[src/rtl/nested_irq_unit.sv]
// Nested, vectored interrupt unit: falling-edge capture on active-low sources,
// priority arbitration, and a return-PC/level stack so higher priorities preempt.
module nested_irq_unit #(
    parameter int NUM_SRC    = 8,
    parameter int PRIO_W     = 3,
    parameter int NEST_DEPTH = 4
) (
    input  logic               clk,
    input  logic               reset,
    input  logic [NUM_SRC-1:0] irq_sources,
    input  logic               stall,
    input  logic               end_isr,
    input  logic [31:0]        pc_next,
    input  logic               cfg_we,
    input  logic [7:0]         cfg_addr,
    input  logic [31:0]        cfg_wdata,
    output logic               irq_take,
    output logic [31:0]        irq_target,
    output logic [5:0]         irq_id,
    output logic               irq_ret,
    output logic [31:0]        irq_ret_pc,
    output logic [PRIO_W-1:0]  irq_level,
    output logic [4:0]         irq_depth
);

    localparam int SW = (NEST_DEPTH > 1) ? $clog2(NEST_DEPTH) : 1;
    localparam int IW = (NUM_SRC > 1) ? $clog2(NUM_SRC) : 1;

    logic [NUM_SRC-1:0] prev_src;
    logic [NUM_SRC-1:0] pending;
    logic [NUM_SRC-1:0] enable;
    logic [NUM_SRC-1:0] fall;
    logic [NUM_SRC-1:0] clear;
    logic [PRIO_W-1:0]  prio   [NUM_SRC];
    logic [31:0]        target [NUM_SRC];
    logic [31:0]        stack_pc  [NEST_DEPTH];
    logic [PRIO_W-1:0]  stack_lvl [NEST_DEPTH];
    logic [4:0]         depth;
    logic [PRIO_W-1:0]  cur_level;

    logic               found;
    logic [IW-1:0]      win_idx;
    logic [PRIO_W-1:0]  best_prio;
    logic [SW-1:0]      top_idx;
    logic [SW-1:0]      push_idx;

    // Strictly-greater compare while scanning upward keeps the lowest index on ties.
    // A source can only win with prio > cur_level, so prio 0 never qualifies.
    always_comb begin
        found     = 1'b0;
        win_idx   = '0;
        best_prio = '0;
        for (int i = 0; i < NUM_SRC; i++) begin
            if (pending[i] && enable[i] && (prio[i] > cur_level) &&
                (!found || (prio[i] > best_prio))) begin
                found     = 1'b1;
                win_idx   = IW'(i);
                best_prio = prio[i];
            end
        end
    end

    assign top_idx  = SW'(depth - 5'd1);
    assign push_idx = SW'(depth);

    assign irq_ret    = end_isr & ~stall & (depth != 5'd0);
    assign irq_take   = found & ~stall & ~irq_ret & (depth < 5'(NEST_DEPTH));
    assign irq_target = irq_take ? target[win_idx] : 32'd0;
    assign irq_id     = irq_take ? 6'(win_idx) : 6'd0;
    assign irq_ret_pc = irq_ret ? stack_pc[top_idx] : 32'd0;
    assign irq_level  = cur_level;
    assign irq_depth  = depth;

    assign fall  = prev_src & ~irq_sources;
    assign clear = irq_take ? (NUM_SRC'(1) << win_idx) : '0;

    // A fresh edge on the winning source in the take cycle survives the clear.
    always_ff @(posedge clk or posedge reset) begin
        if (reset) begin
            prev_src <= '1;
            pending  <= '0;
        end else begin
            prev_src <= irq_sources;
            pending  <= (pending & ~clear) | fall;
        end
    end

    always_ff @(posedge clk or posedge reset) begin
        if (reset) begin
            depth     <= 5'd0;
            cur_level <= '0;
            for (int d = 0; d < NEST_DEPTH; d++) begin
                stack_pc[d]  <= 32'd0;
                stack_lvl[d] <= '0;
            end
        end else if (irq_take) begin
            stack_pc[push_idx]  <= pc_next;
            stack_lvl[push_idx] <= cur_level;
            depth               <= depth + 5'd1;
            cur_level           <= prio[win_idx];
        end else if (irq_ret) begin
            depth     <= depth - 5'd1;
            cur_level <= stack_lvl[top_idx];
        end
    end

    // Addresses at or beyond 2*NUM_SRC match no source and are dropped.
    always_ff @(posedge clk or posedge reset) begin
        if (reset) begin
            enable <= '0;
            for (int i = 0; i < NUM_SRC; i++) begin
                prio[i]   <= '0;
                target[i] <= 32'd0;
            end
        end else if (cfg_we) begin
            for (int i = 0; i < NUM_SRC; i++) begin
                if (cfg_addr == 8'(2 * i)) begin
                    target[i] <= cfg_wdata;
                end
                if (cfg_addr == 8'(2 * i + 1)) begin
                    enable[i] <= cfg_wdata[31];
                    prio[i]   <= cfg_wdata[PRIO_W-1:0];
                end
            end
        end
    end

endmodule

[config.mk]
export PLATFORM = sky130hd
export DESIGN_NAME = nested_irq_unit
export DESIGN_NICKNAME = d
export VERILOG_FILES = /design/src/rtl/nested_irq_unit.sv
export SDC_FILE = /design/constraint.sdc
export NUM_CORES = 1
export LEC_CHECK = 0
export ABC_AREA = 1
export CORE_MARGIN = 1.5
export CORE_UTILIZATION = 50
export CTS_BUF_LIST = sky130_fd_sc_hd__clkbuf_8
export DETAILED_ROUTE_END_ITERATION = 12
export GPL_TIMING_DRIVEN = 0
export PLACE_DENSITY = 0.7
export SETUP_SLACK_MARGIN = 0.05
export SYNTH_ARGS = -nofsm -noshare
export SYNTH_HDL_FRONTEND = slang
export SYNTH_SLANG_ARGS = --single-unit
[constraint.sdc]
create_clock -name clk -period 17 [get_ports clk]
set_input_delay 2.55 -clock clk [delete_from_list [all_inputs] [get_ports clk]]
set_output_delay 2.55 -clock clk [all_outputs]
set_load 0.01 [all_outputs]
==> impl_metrics.py <==
metrics = {
    "outcome": {
        "status": "completed",
    },
    "routing": {
        "drtPass1Iterations": 7,
        "vias": 19055,
        "drt_wl_total_mm": 65.1,
        "ant_nets": 0,
        "detail_route.wl_per_cell_um": 19.1,
        "routed_via_density": 5.60,
        "dr.first_iter.drc_count": 1766,
        "drc_errors": 0,
    },
    "logic_synthesis": {
        "synth_edf_count": 0,
        "async_reset_ff_share_pct": 100,
        "dominantRegCellSynth": "dfrtp_1",
        "synth.area.mux_share_pct": 0.696,
        "ys_top_cells_by_area": "dfrtp_1, o21ai_0, nand2_1, nor2_1, inv_1",
        "synth-compound-area-share_pct": 15.7,
        "seq_area_frac_synth_pct": 52.5,
        "syn_inst": 2565,
        "yosysWarnings": 0,
        "synth-adder-area-share_pct": 2.84,
        "synth_top_cell_by_area": "dfrtp_1",
        "synth-seq-cells": 452,
        "synth_xor_area_share_pct": 0.122,
        "synth_area_sq_um": 21600,
        "yosys.area_share.simple_pct": 21.6,
        "synth_top_family_by_area": "simple AND/OR/NAND/NOR gates",
        "synth_area_per_cell_sq_um": 8.41,
        "yosysMostFrequentCell": "nand2_1",
        "synth_common_cells": "nand2_1, o21ai_0, dfrtp_1, nor2_1, inv_1",
        "yosysUniqueCellTypes": 48,
        "synth_top_area_share_pct": 51.5,
    },
    "sta": {
        "tns_ns": 0,
        "hold_viol_final": 0,
        "fin_skew_ns": 0.0308,
        "fmax_ghz": 0.0717,
        "finalSetupViolations": 0,
        "slew_headroom_pct": 36.3,
        "rsz0062_at_grt": "no",
        "fin_crit_sh_pct": 82.0,
        "fin_crit_ns": 13.94,
        "fin_hold_ws_ns": 0.479,
        "finalMaxSlewViolations": 0,
        "worstMarginPinSlew_ns": 0.955,
    },
    "critical_path": {
        "cpMostUsedCell": "nand2_1",
        "cpPeakStageDelay_ns": 0.66,
        "crit_required_ns": 14.45,
        "crit_path_end_kind": "output pin",
        "cp_data_arrival_time_ns": 11.39,
        "critPathMaxFanout": 13,
        "crit_slowest_cell": "clkdlybuf4s50_1",
        "critPathKind": "reg2out",
        "cp-start-kind": "register",
    },
    "cts": {
        "cts_buffer_depth": 3,
        "cts.sinks": 452,
        "cts_root_buf": "clkbuf_8",
        "clkTransAtPathRegs_ns": 0.06,
        "ctsResizeCount": 0,
        "cts_buffers": 75,
        "cts_tree": "built",
        "post_cts_buffers": 0,
        "cts_hold_buffers": 0,
        "h-tree-depth": 3,
        "clk-insertion-delay-late_ns": 0.67,
    },
    "layout": {
        "fin_cells": 3400,
        "drive_above_1_share_pct": 8.46,
        "antenna_cells": 0,
        "areaGrowthSynthToFinish_pct": 18.0,
        "final_nets": 2942,
        "fin_util_pct": 60.3,
    },
    "run": {
        "drv_cap": 0,
    },
    "global_route": {
        "grt_antenna_before_repair": 1,
        "grt_pass1_wl_mm": 103,
        "grt_usage_pct": 29.8,
        "gr-total-overflow": 0,
        "grt_max_degree": 131,
        "grt_pass1_vias": 18740,
    },
    "floorplan": {
        "start_util_pct": 51.1,
        "die_w_um": 211,
        "pin_count": 165,
        "die_y_um": 211,
        "coreArea_sq_um": 42200,
        "fp.dieArea_sq_um": 44400,
        "rows": 75,
    },
    "power_and_ir_drop": {
        "p_per_area_nw_per_um2": 110,
        "p_switching_mw": 0.915,
        "p_int_mw": 1.89,
        "seqPwrFrac_pct": 42.3,
        "p_clk_share_pct": 34.3,
        "p_comb_share_pct": 23.3,
        "swShare_pct": 32.7,
        "peakVddDrop_mv": 0.0609,
        "p_leak_nw": 12.2,
    },
    "place": {
        "dp_hpwl_mm": 43.6,
        "portBuffers": 161,
        "dpl.cell_count": 3270,
        "place_congestion": 0.883,
    },
    "worst_hold_path": {
        "hold_path_class": "reg2reg",
    },
}
==> worst max-delay path: cells and delay by family (launching register included) <==
family          cells  cell delay, ns
simple gates       40            3.59
compound gates     14            2.07
fa+ha+maj           8            2.58
flops               1            0.39
buf+inv             8            2.10
==> state kept, by name (all words and copies together), names as in the netlist <==
name       cells
pending        8
irq_level      3
prio          24
prev_src       8
irq_depth      5
enable         8
stack_pc     128
stack_lvl     12
target       256
==> layer usage <==
| layer | global-route usage (%) | part of all wire [%] |
|---|---|---|
| met1 | 39.0 | 42 |
| met2 | 48.5 | 47 |
| met3 | 5.66 | 7.5 |
| met4 | 12.9 | 3.8 |
| met5 | 0 | 0.012 |
==> cells in the final DEF (no fill, tap or decap), types with 4 or more instances in the layout <==
| cell type | netlist | routed |
|---|---|---|
| a21oi_1 | 33 | 33 |
| buf_2 | 26 | 26 |
| buf_4 | 5 | 5 |
| buf_6 | 19 | 19 |
| clkbuf_1 | 93 | 93 |
| clkbuf_8 | 0 | 97 |
| clkdlybuf4s50_1 | 0 | 161 |
| dfrtp_1 | 444 | 444 |
| dfstp_2 | 8 | 8 |
| ha_1 | 49 | 49 |
| inv_1 | 175 | 200 |
| inv_2 | 4 | 4 |
| inv_8 | 0 | 4 |
| mux2i_1 | 15 | 15 |
| nand2_1 | 629 | 629 |
| nand2_2 | 8 | 8 |
| nand2_4 | 5 | 5 |
| nand3_1 | 51 | 51 |
| nand4_1 | 28 | 28 |
| nor2_1 | 269 | 269 |
| nor3_2 | 24 | 24 |
| o21ai_0 | 526 | 526 |
| o21ai_1 | 13 | 13 |
| o22ai_1 | 30 | 30 |
| o22ai_2 | 10 | 10 |
| o32ai_1 | 14 | 14 |
| or2_1 | 40 | 40 |
| or2_2 | 12 | 12 |
==> kinds of logic (layout without fill, tap and decap cells) <==
group,Yosys count,count (layout)
simple gates,1084,1084
compound gates,636,636
flops,452,452
buf+inv,325,619
fa+ha+maj,49,49
mux,15,15
xor+xnor,3,3
other cells,1,3
==> path summary, 6_finish.rpt <==
kind / end / slack [ns] / from / cells past startpoint
setup reg to reg: irq_level[2]$_DFFE_PP0P_ / 6.87 / irq_level[1]$_DFFE_PP0P_ / 68
max in group asynchronous: target[204]$_DFFE_PP0P_ / 13.02 / reset / 4
hold / removal: target[122]$_DFFE_PP0P_ / 0.48 / target[122]$_DFFE_PP0P_ / 2
min in group asynchronous: prio[23]$_DFFE_PP0P_ / 2.40 / reset / 2
hold reg to reg: target[122]$_DFFE_PP0P_ / 0.48 / target[122]$_DFFE_PP0P_ / 2
setup / recovery: irq_target[27] / 3.06 / irq_level[1]$_DFFE_PP0P_ / 70
==> per-stage QoR <==
step	area [sq um]	setup slack (ns)	power, mW
finish	25500	3.06	2.80
global route	25500	2.03	2.95
CTS	25500	3.09	2.81
detailed placement	24000	3.82	1.85
global placement	23900	-3.05	1.83
floorplan	21600	1.86	1.61
==> layout make-up <==
type	count	area (sq um)
fill	3776	16800
tap	539	674
clock buffer	97	1340
sequential	452	11300
inverter	179	679
buffer	146	743
clock inverter	33	164
multi-input combinational	1790	8850
timing repair buffer	164	1690
==> power groups by stage <==
stage / registers [mW] / logic, mW / clock network [mW]
after floorplan: 1.20 / 0.411 / 0
after global placement: 1.20 / 0.626 / 0
after detailed placement: 1.20 / 0.648 / 0
after CTS: 1.19 / 0.650 / 0.976
after global routing: 1.19 / 0.730 / 1.03
final: 1.19 / 0.654 / 0.963
Power figures use the tool's default switching activity.
